[src/rtl/text_scanout_if.sv]
// Memory-side read bus of the text scanout: VRAM character fetch and font ROM glyph fetch.
interface text_scanout_if;
    localparam int unsigned VRAM_AW = 13;
    localparam int unsigned FONT_AW = 11;
    localparam int unsigned DW      = 8;

    logic               vram_rd;
    logic [VRAM_AW-1:0] vram_addr;
    logic [DW-1:0]      vram_data;
    logic [FONT_AW-1:0] font_addr;
    logic [DW-1:0]      font_data;

    modport master (output vram_rd, vram_addr, font_addr, input vram_data, font_data);
    modport slave  (input vram_rd, vram_addr, font_addr, output vram_data, font_data);
endinterface

[src/rtl/text_scanout.sv]
// Text-mode scanout: 3-stage pixel pipeline VRAM -> font ROM -> RGB, syncs delayed to match.
// Optional blinking cursor when CURSOR_BLINK_EN is defined.
module text_scanout #(
    parameter int unsigned size = 16,
    parameter logic [2:0]  FG   = 3'b111,
    parameter logic [2:0]  BG   = 3'b000
) (
    input  logic       clk,
    input  logic       reset,
    input  logic [9:0] px_x,
    input  logic [9:0] px_y,
    input  logic       active_i,
    input  logic       hsync_i,
    input  logic       vsync_i,
    input  logic [6:0] cursor_x,
    input  logic [6:0] cursor_y,
    text_scanout_if.master mem,
    output logic [2:0] rgb,
    output logic       hsync_o,
    output logic       vsync_o,
    output logic       active_o
);
    localparam int unsigned LG   = $clog2(size);
    localparam int unsigned SH   = LG - 3;
    localparam int unsigned COLS = 640 / size;

    // Last usable text row depends on cell size (page end + 1).
    function automatic int unsigned rows_of(input int unsigned s);
        case (s)
            8:       return 52;
            16:      return 31;
            32:      return 16;
            64:      return 8;
            128:     return 4;
            default: return 2;
        endcase
    endfunction
    localparam int unsigned ROWS_MAX = rows_of(size);

    logic [9:0]  col_c, row_c;
    logic        in_cell_c, cur_match_c, blink_on_c;

    logic        vram_rd_q, vram_rd_d;
    logic [12:0] vram_addr_q, vram_addr_d;
    logic [2:0]  grow0_q, grow0_d;
    logic [2:0]  gbit0_q, gbit0_d;
    logic        cur0_q, cur0_d;
    logic [10:0] font_addr_q, font_addr_d;
    logic        v1_q, v1_d;
    logic [2:0]  gbit1_q, gbit1_d;
    logic        cur1_q, cur1_d;
    logic [2:0]  rgb_q, rgb_d;
    logic [2:0]  hs_q, hs_d;
    logic [2:0]  vs_q, vs_d;
    logic [2:0]  act_q, act_d;

    assign col_c       = 10'(px_x >> LG);
    assign row_c       = 10'(px_y >> LG);
    assign in_cell_c   = active_i && (px_x < 10'd640) && (row_c < 10'(ROWS_MAX));
    assign cur_match_c = (col_c == 10'(cursor_x)) && (row_c == 10'(cursor_y));

`ifdef CURSOR_BLINK_EN
    logic [4:0] frame_q, frame_d;
    logic       vs_prev_q, vs_prev_d;

    // Frame counter advances on each vsync falling edge; bit 4 selects the blink phase.
    always_comb begin
        vs_prev_d = vsync_i;
        frame_d   = frame_q;
        if (vs_prev_q && !vsync_i) frame_d = frame_q + 5'd1;
    end

    always_ff @(posedge clk) begin
        if (reset) begin
            frame_q   <= 5'd0;
            vs_prev_q <= 1'b1;
        end else begin
            frame_q   <= frame_d;
            vs_prev_q <= vs_prev_d;
        end
    end

    assign blink_on_c = ~frame_q[4];
`else
    assign blink_on_c = 1'b0;
`endif

    // Pipeline next-state: S0 address/glyph position, S1 font fetch, S2 colour.
    always_comb begin
        vram_rd_d   = in_cell_c;
        vram_addr_d = 13'(row_c) * 13'(COLS) + 13'(col_c);
        grow0_d     = 3'(px_y >> SH);
        gbit0_d     = 3'd7 - 3'(px_x >> SH);
        cur0_d      = in_cell_c && cur_match_c && blink_on_c;

        font_addr_d = font_addr_q;
        if (vram_rd_q) font_addr_d = {mem.vram_data, grow0_q};
        v1_d        = vram_rd_q;
        gbit1_d     = gbit0_q;
        cur1_d      = cur0_q;

        rgb_d = 3'b000;
        if (v1_q) rgb_d = (mem.font_data[gbit1_q] ^ cur1_q) ? FG : BG;

        hs_d  = {hs_q[1:0], hsync_i};
        vs_d  = {vs_q[1:0], vsync_i};
        act_d = {act_q[1:0], active_i};
    end

    always_ff @(posedge clk) begin
        if (reset) begin
            vram_rd_q   <= 1'b0;
            vram_addr_q <= 13'd0;
            grow0_q     <= 3'd0;
            gbit0_q     <= 3'd0;
            cur0_q      <= 1'b0;
            font_addr_q <= 11'd0;
            v1_q        <= 1'b0;
            gbit1_q     <= 3'd0;
            cur1_q      <= 1'b0;
            rgb_q       <= 3'b000;
            hs_q        <= 3'b111;
            vs_q        <= 3'b111;
            act_q       <= 3'b000;
        end else begin
            vram_rd_q   <= vram_rd_d;
            vram_addr_q <= vram_addr_d;
            grow0_q     <= grow0_d;
            gbit0_q     <= gbit0_d;
            cur0_q      <= cur0_d;
            font_addr_q <= font_addr_d;
            v1_q        <= v1_d;
            gbit1_q     <= gbit1_d;
            cur1_q      <= cur1_d;
            rgb_q       <= rgb_d;
            hs_q        <= hs_d;
            vs_q        <= vs_d;
            act_q       <= act_d;
        end
    end

    assign mem.vram_rd   = vram_rd_q;
    assign mem.vram_addr = vram_addr_q;
    assign mem.font_addr = font_addr_q;
    assign rgb           = rgb_q;
    assign hsync_o       = hs_q[2];
    assign vsync_o       = vs_q[2];
    assign active_o      = act_q[2];
endmodule

[src/flat_wrapper.sv]
// flat-port wrapper written by rule: the top's interface ports become plain ports
module text_scanout_flat 
#(
    parameter int unsigned size = 16,
    parameter logic [2:0]  FG   = 3'b111,
    parameter logic [2:0]  BG   = 3'b000
)
  (clk, reset, px_x, px_y, active_i, hsync_i, vsync_i, cursor_x, cursor_y, rgb, hsync_o, vsync_o, active_o, mem_vram_rd, mem_vram_addr, mem_font_addr, mem_vram_data, mem_font_data);
  text_scanout_if mem_i ();
  input  logic clk;
  input  logic reset;
  input  logic [9:0] px_x;
  input  logic [9:0] px_y;
  input  logic active_i;
  input  logic hsync_i;
  input  logic vsync_i;
  input  logic [6:0] cursor_x;
  input  logic [6:0] cursor_y;
  output logic [2:0] rgb;
  output logic hsync_o;
  output logic vsync_o;
  output logic active_o;
  output wire logic [$bits(mem_i.vram_rd)-1:0] mem_vram_rd;
  output wire logic [$bits(mem_i.vram_addr)-1:0] mem_vram_addr;
  output wire logic [$bits(mem_i.font_addr)-1:0] mem_font_addr;
  input wire logic [$bits(mem_i.vram_data)-1:0] mem_vram_data;
  input wire logic [$bits(mem_i.font_data)-1:0] mem_font_data;
  assign mem_vram_rd = mem_i.vram_rd;
  assign mem_vram_addr = mem_i.vram_addr;
  assign mem_font_addr = mem_i.font_addr;
  assign mem_i.vram_data = mem_vram_data;
  assign mem_i.font_data = mem_font_data;
  text_scanout #(.size(size), .FG(FG), .BG(BG)) u_core (.clk(clk), .reset(reset), .px_x(px_x), .px_y(px_y), .active_i(active_i), .hsync_i(hsync_i), .vsync_i(vsync_i), .cursor_x(cursor_x), .cursor_y(cursor_y), .mem(mem_i), .rgb(rgb), .hsync_o(hsync_o), .vsync_o(vsync_o), .active_o(active_o));
endmodule
[config.mk]
export PLATFORM = sky130hd
export DESIGN_NAME = text_scanout_flat
export DESIGN_NICKNAME = d
export VERILOG_FILES = /design/src/rtl/text_scanout_if.sv /design/src/rtl/text_scanout.sv /design/src/flat_wrapper.sv
export SDC_FILE = /design/constraint.sdc
export NUM_CORES = 1
export LEC_CHECK = 0
export ABC_AREA = 1
export ABC_CLOCK_PERIOD_IN_PS = 3200
export CAP_MARGIN = 5
export CORE_ASPECT_RATIO = 2
export CORE_MARGIN = 2
export CORE_UTILIZATION = 42
export CTS_BUF_LIST = sky130_fd_sc_hd__clkbuf_8
export CTS_CLUSTER_SIZE = 10
export DETAILED_ROUTE_END_ITERATION = 6
export PLACE_DENSITY_LB_ADDON = 0.25
export SLEW_MARGIN = 20
export SYNTH_ARGS = -nofsm -noshare
export SYNTH_HDL_FRONTEND = slang
export SYNTH_SLANG_ARGS = --single-unit
[constraint.sdc]
create_clock -name clk -period 3.2 [get_ports clk]
set_input_delay 0.96 -clock clk [delete_from_list [all_inputs] [get_ports clk]]
set_output_delay 0.96 -clock clk [all_outputs]
set_load 0.02 [all_outputs]
==> results of run 1 <==
==> stage by stage <==
| step | setup WS [ps] | instances | util [%] |
|---|---|---|---|
| 2_1_floorplan | 614 | 221 | - |
| 3_3_place_gp | 65.1 | 339 | 61.9 |
| 3_5_place_dp | 28.6 | 339 | 61.9 |
| 4_1_cts | 347 | 347 | 63.9 |
| 5_1_grt | 207 | 347 | 63.9 |
| 6_report | 325 | 347 | 63.9 |
==> how the worst max path moves through the flow <==
stage            start                      end  slack (ps)  cells past startpoint
2_1_floorplan  px_y[5]  u_core.mem.vram_addr[9]         610                     10
3_3_place_gp   px_y[5]  u_core.mem.vram_addr[9]          70                     11
3_5_place_dp   px_y[7]  u_core.mem.vram_addr[9]          30                     11
4_1_cts        px_y[7]  u_core.mem.vram_addr[9]         350                     11
5_1_grt        px_y[5]  u_core.mem.vram_addr[9]         210                     11
6_report       px_y[5]  u_core.mem.vram_addr[9]         330                     11
==> per-layer routing <==
layer / up-vias / share of wire [%] / track usage, % / routed length, um
li1: 831 / - / - / -
met5: - / 0 / 0 / 0
met2: 48 / 56 / 32.8 / 2120
met4: 0 / 2.6 / 8.32 / 97
met3: 8 / 3.9 / 2.93 / 147
met1: 700 / 37 / 15.1 / 1390
==> critical path, stage by stage <==
cell and delay [ps]:
clkdlybuf4s50_1 430, ha_1 300, ha_1 210, inv_1 70, fa_1 440, nor2_2 160
nand3_1 110, nor2_2 120, inv_1 70, o21ai_1 140, a21oi_1 50
==> cells by family (layout without fill, tap and decap cells) <==
| kind of cell | count (synthesis) | count (layout) | share of synthesized area [%] |
|---|---|---|---|
| AOI/OAI and AO/OA | 33 | 33 | 9.99 |
| buffers and inverters | 40 | 114 | 8.95 |
| adders and majority gates | 13 | 13 | 9.85 |
| and+or+nand+nor | 89 | 89 | 21.1 |
| other | 1 | 1 | 0.208 |
| DFF | 45 | 45 | 49.9 |
==> layout by cell type (no fill, tap or decap), types with 7 or more instances in the layout <==
cell / count
clkdlybuf4s50_1: 69
nor2_1: 48
dfxtp_1: 45
inv_1: 34
nand2_1: 18
o21ai_0: 16
ha_1: 11
nand3_1: 9
a21oi_1: 8
or2_2: 7
==> final cells by class <==
type | count | area [um^2]
clock inverters | 3 | 11.3
multi-input cells | 136 | 742
repair buffers | 74 | 728
flip-flops and latches | 45 | 901
inverters | 32 | 121
clock buffers | 5 | 68.8
fillers | 356 | 1490
well taps | 52 | 65.1
==> sequential cells by signal (all words and copies together) (netlist names), 3 cells and up <==
register and cells:
u_core.mem.vram_addr 13, u_core.mem.font_addr 11, u_core.act_q 3, u_core.gbit0_q 3, u_core.gbit1_q 3, u_core.grow0_q 3, u_core.hs_q 3, u_core.vs_q 3
==> power groups by stage <==
stage	combinational [uW]	clock, uW	sequential (uW)
2_1_floorplan	98.9	0	645
3_3_place_gp	249	0	615
3_5_place_dp	253	0	615
4_1_cts	255	331	603
5_1_grt	278	351	605
6_report	252	316	602
==> metrics.md, run 1 <==
| Metric | Value |
|---|---|
| Minimum clock period | 2870 ps |
| Crit Path Class | in -> reg |
| Post-synthesis cell area | 1800 um^2 |
| Ratio of cells with drive above 1 in the final layout | 7.80% |
| R2r setup slk | 2170 ps |
| Most frequent cell after synthesis | nor2_1 |
| Max-cap check violation count | 0 |
| Ports | 86 |
| #FFs+latches synth | 45 |
| RSZ-0062 raised after global routing | false |
| Port buffer count | 69 |
| H-tree Lvls | 2 |
| Row count | 33 |
| Tot Pwr | 1170 uW |
| Sw Share | 26.0% |
| CP required | 3380 ps |
| Clk_lat worst skew | 290 ps |
| Diodes inserted | 0 |
| First-iteration detailed-routing DRC count | 13 |
| Grt total ovfl | 0 |
| Crit end category | flop |
| Largest net degree at the start of global routing | 29 |
| Status | complete, no violations |
| Global placement routability congestion | 0.776 |
| DP Area | 2560 um^2 |
| Clk buf depth | 2 |
| HP Start | u_core.act_q[1] |
| Quantity of hold-fixing buffers added after cts | 0 |
| P_sw | 305 uW |
| Syn Area/Cell | 8.16 um^2 |
| Tcrit/Tclk final | 89.8% |
| TritonRoute pass-1 iters | 4 |
| Total wire length | 3760 um |
| Leakage power | 0.00120 uW |
| Die H | 96.7 um |
| Residual DRC | 0 |
| EDFF count, synth | 0 |
| Core area | 4130 um^2 |
| Sequential Power Share | 51.5% |
| Vias in the first global route | 1552 |
| Hpwl dp | 2910 um |
| Depth of the worst hold-timing path | 2 |
| Synth top cells by count | nor2_1 (48), dfxtp_1 (45), inv_1 (31) |
| Die width | 50.3 um |
| Hold Path Sink | u_core.act_q[2] |
| Num CTS Buffers | 5 |
| Yosys top cell area share | 49.9% |
| Tot GR Track Use | 16.7% |
| Worst reg2reg path endpoint | u_core.rgb[1] |
| Max frequency | 348 MHz |
| Sequential element share of the synthesized area | 49.9% |
| Area leader, netlist | dfxtp_1 |
| Main synth FF type | dfxtp_1 |
| Critical Path Fanout Max | 3 |
| Global-route wire length before repair | 6250 um |
| Combinational group share of total power | 21.5% |
| R2r worst-path depth | 5 |
| Clock root buffer | clkbuf_8 |
| Hold Slack | 405 ps |
| Crit path DAT | 3060 ps |
| Nets | 362 |
| Number of clock sinks | 45 |
| DR vias/cell | 4.57 |
| Die area | 4870 um^2 |
| Area Growth Syn to Fin | 46.2% |
| Clk pwr share | 27.0% |
| Final Max Tran Viols | 0 |
| CTS tree | yes |
| Initial antenna violation count | 0 |
| Crit path launch type | input port |
| Design area | 2640 um^2 |
| PwrDens | 444 nW/um^2 |
| DR WL/cell | 10.8 um |
| Synth top area cells | dfxtp_1 (50%), nor2_1 (10%), ha_1 (7.6%) |
| Int Pwr | 866 uW |
| Post-synth cell types | 26 |
| Final Hold Vio Count | 0 |
| Clk pin slew, worst setup/hold paths | 80 ps |
| Post-CTS Setup Inserts | 0 |
| Final TNS setup | 0 ps |
| Yosys warns | 0 |
| Net Count, Synth | 289 |
| ANT nets after route | 0 |
| Final setup fails | 0 |
| Initial Util | 43.7% |
| Clk_skew | 6.34 ps |
| Syn Inst Count | 221 |
| VDD IR max | 0.000305 V |
| Vias | 1587 |
| Hold crit path type | reg -> reg |
| Critical R2R Launch | u_core.gbit1_q[0] |
| CTS resizes | 0 |
| Asr flop ratio synth | 0% |
No activity file was read; power rests on OpenSTA's default activity.
==> run 2, diff against run 1 <==
- ABC_CLOCK_PERIOD_IN_PS: 3200 -> 3300
- clock period: 3.2 -> 3.3 ns (I/O delays scaled with it)
==> metrics.md, run 2 (same netlist as run 1, synthesis figures left out) <==
| Metric | Value |
|---|---|
| Clk pwr share | 30.2% (was 27.0%) |
| Port buffer count | 69 (unchanged) |
| Crit end category | flop (unchanged) |
| CP required | 3480 ps (was 3380 ps) |
| Final Max Tran Viols | 0 (unchanged) |
| Sequential Power Share | 49.4% (was 51.5%) |
| Final setup fails | 0 (unchanged) |
| CTS tree | yes (unchanged) |
| VDD IR max | 0.000339 V (was 0.000305 V) |
| Global-route wire length before repair | 6500 um (was 6250 um) |
| Placed cells | 338 (was 339) |
| DR vias/cell | 4.67 (was 4.57) |
| Number of clock sinks | 45 (unchanged) |
| Crit path launch type | input port (unchanged) |
| Core area | 4130 um^2 (unchanged) |
| Hold crit path type | reg -> reg (unchanged) |
| Highest-count cells in the layout ignoring fill and taps | clkdlybuf4s50_1 (69), nor2_1 (48), dfxtp_1 (45) (unchanged) |
| H-tree Lvls | 2 (unchanged) |
| DR WL/cell | 11.1 um (was 10.8 um) |
| PwrDens | 446 nW/um^2 (was 444 nW/um^2) |
| Initial antenna violation count | 0 (unchanged) |
| Final TNS setup | 0 ps (unchanged) |
| Hpwl dp | 2960 um (was 2910 um) |
| TritonRoute pass-1 iters | 5 (was 4) |
| Die H | 96.7 um (unchanged) |
| Number of flip-flops in the largest register | 13 (unchanged) |
| Row count | 33 (unchanged) |
| Quantity of hold-fixing buffers added after cts | 0 (unchanged) |
| Commonest non-fill, non-tap cell in the layout | clkdlybuf4s50_1 (unchanged) |
| Clk buf depth | 2 (unchanged) |
| Area of the multi-input gates | 742 um^2 (unchanged) |
| Sw Share | 25.2% (was 26.0%) |
| CTS resizes | 0 (unchanged) |
| Status | complete, no violations (unchanged) |
| Global placement routability congestion | 0.777 (was 0.776) |
| Clk pin slew, worst setup/hold paths | 80 ps (about the same) |
| Total wire length | 3830 um (was 3760 um) |
| Critical Path Fanout Max | 3 (unchanged) |
| Num CTS Buffers | 5 (unchanged) |
| ANT nets after route | 0 (unchanged) |
| Die area | 4870 um^2 (unchanged) |
| Vias | 1617 (was 1587) |
| Fill count | 373 (was 356) |
| Clk_lat worst skew | 280 ps (was 290 ps) |
| Residual DRC | 0 (unchanged) |
| Storage cell area | 901 um^2 (unchanged) |
| Initial Util | 43.7% (unchanged) |
| Final Hold Vio Count | 0 (unchanged) |
| Tot GR Track Use | 17.2% (was 16.7%) |
| Area Growth Syn to Fin | 46.9% (was 46.2%) |
| Grt total ovfl | 0 (unchanged) |
| Clk_skew | 6.04 ps (was 6.34 ps) |
| Non-Filler Instances | 346 (was 347) |
| Crit Path Class | in -> reg (unchanged) |
| Ratio of cells with drive above 1 in the final layout | 8.50% (was 7.80%) |
| Ports | 86 (unchanged) |
| Die width | 50.3 um (unchanged) |
| Vias in the first global route | 1592 (was 1552) |
| Int Pwr | 885 uW (was 866 uW) |
| RSZ-0062 raised after global routing | false (unchanged) |
| First-iteration detailed-routing DRC count | 8 (was 13) |
| Crit path DAT | 3160 ps (was 3060 ps) |
| Combinational group share of total power | 20.4% (was 21.5%) |
| Max frequency | 336 MHz |
| Largest net degree at the start of global routing | 29 (unchanged) |
| Final Worst Setup Slack | 326 ps (was 325 ps) |
| Minimum clock period | 2970 ps |
| Dpl ws | 61.4 ps (was 28.6 ps) |
| Max-cap check violation count | 0 (unchanged) |
| Post-CTS Setup Inserts | 0 (unchanged) |
| Diodes inserted | 0 (unchanged) |
| P_sw | 298 uW (was 305 uW) |
| Clock root buffer | clkbuf_8 (unchanged) |
| Nets | 361 (was 362) |
| Leakage power | 0.00120 uW (about the same) |
| Tcrit/Tclk final | 90.1% |
run 2: changes by cell type in the layout (fill, tap and decap cells not counted), sizes merged:
| cell | change |
|---|---|
| clkbuf | +2 |
| clkinv | +1 |
| buf | -1 |
| inv | -3 |
run 2: final cells by class:
type / count / share of cell area [%]
inverters: 32 / 4.58
flip-flops and latches: 45 / 34.0
repair buffers: 73 / 27.2
clock inverters: 1 / 0.189
multi-input cells: 136 / 28.0
clock buffers: 7 / 3.63
well taps: 52 / 2.45
run 2: final timing paths:
check                                  startpoint  cells past startpoint  slack (ps)                 endpoint
worst max register to register  u_core.gbit1_q[0]                      5        2250            u_core.rgb[1]
worst max-delay path                      px_y[5]                     11         330  u_core.mem.vram_addr[9]
worst min-delay path              u_core.act_q[0]                      2         400          u_core.act_q[1]
worst min register to register    u_core.act_q[0]                      2         400          u_core.act_q[1]
run 2: worst max-delay path, stage by stage:
cell,delay (ps)
clkdlybuf4s50_1,440
ha_1,310
ha_1,220
inv_1,70
fa_1,450
nor2_2,200
nand3_1,100
nor2_2,120
inv_1,70
o21ai_1,140
a21oi_1,50
run 2: layer usage:
| metal | share of wire (%) | wire (um) | track usage (%) | up-vias |
|---|---|---|---|---|
| li1 | - | - | - | 828 |
| met1 | 36 | 1380 | 15.5 | 730 |
| met2 | 57 | 2180 | 33.5 | 48 |
| met3 | 3.9 | 148 | 3.09 | 11 |
| met4 | 3.2 | 122 | 9.36 | 0 |
| met5 | 0 | 0 | 0 | - |
run 2: power by group through the flow:
stage	combinational, uW	sequential [uW]	clock (uW)
after floorplan	95.9	626	0
after global routing	268	588	395
after CTS	243	585	371
after global placement	238	596	0
after detailed placement	242	597	0
final	242	584	357
run 2: metrics by stage:
step | util (%) | area (um^2) | hold slack, ps | power [uW]
after global placement | 61.8 | 2550 | 389 | 834
final | 64.2 | 2650 | 403 | 1180
after floorplan | - | 1800 | 388 | 722
after detailed placement | 61.8 | 2550 | 392 | 839
after CTS | 64.2 | 2650 | 403 | 1200
after global routing | 64.2 | 2650 | 428 | 1250
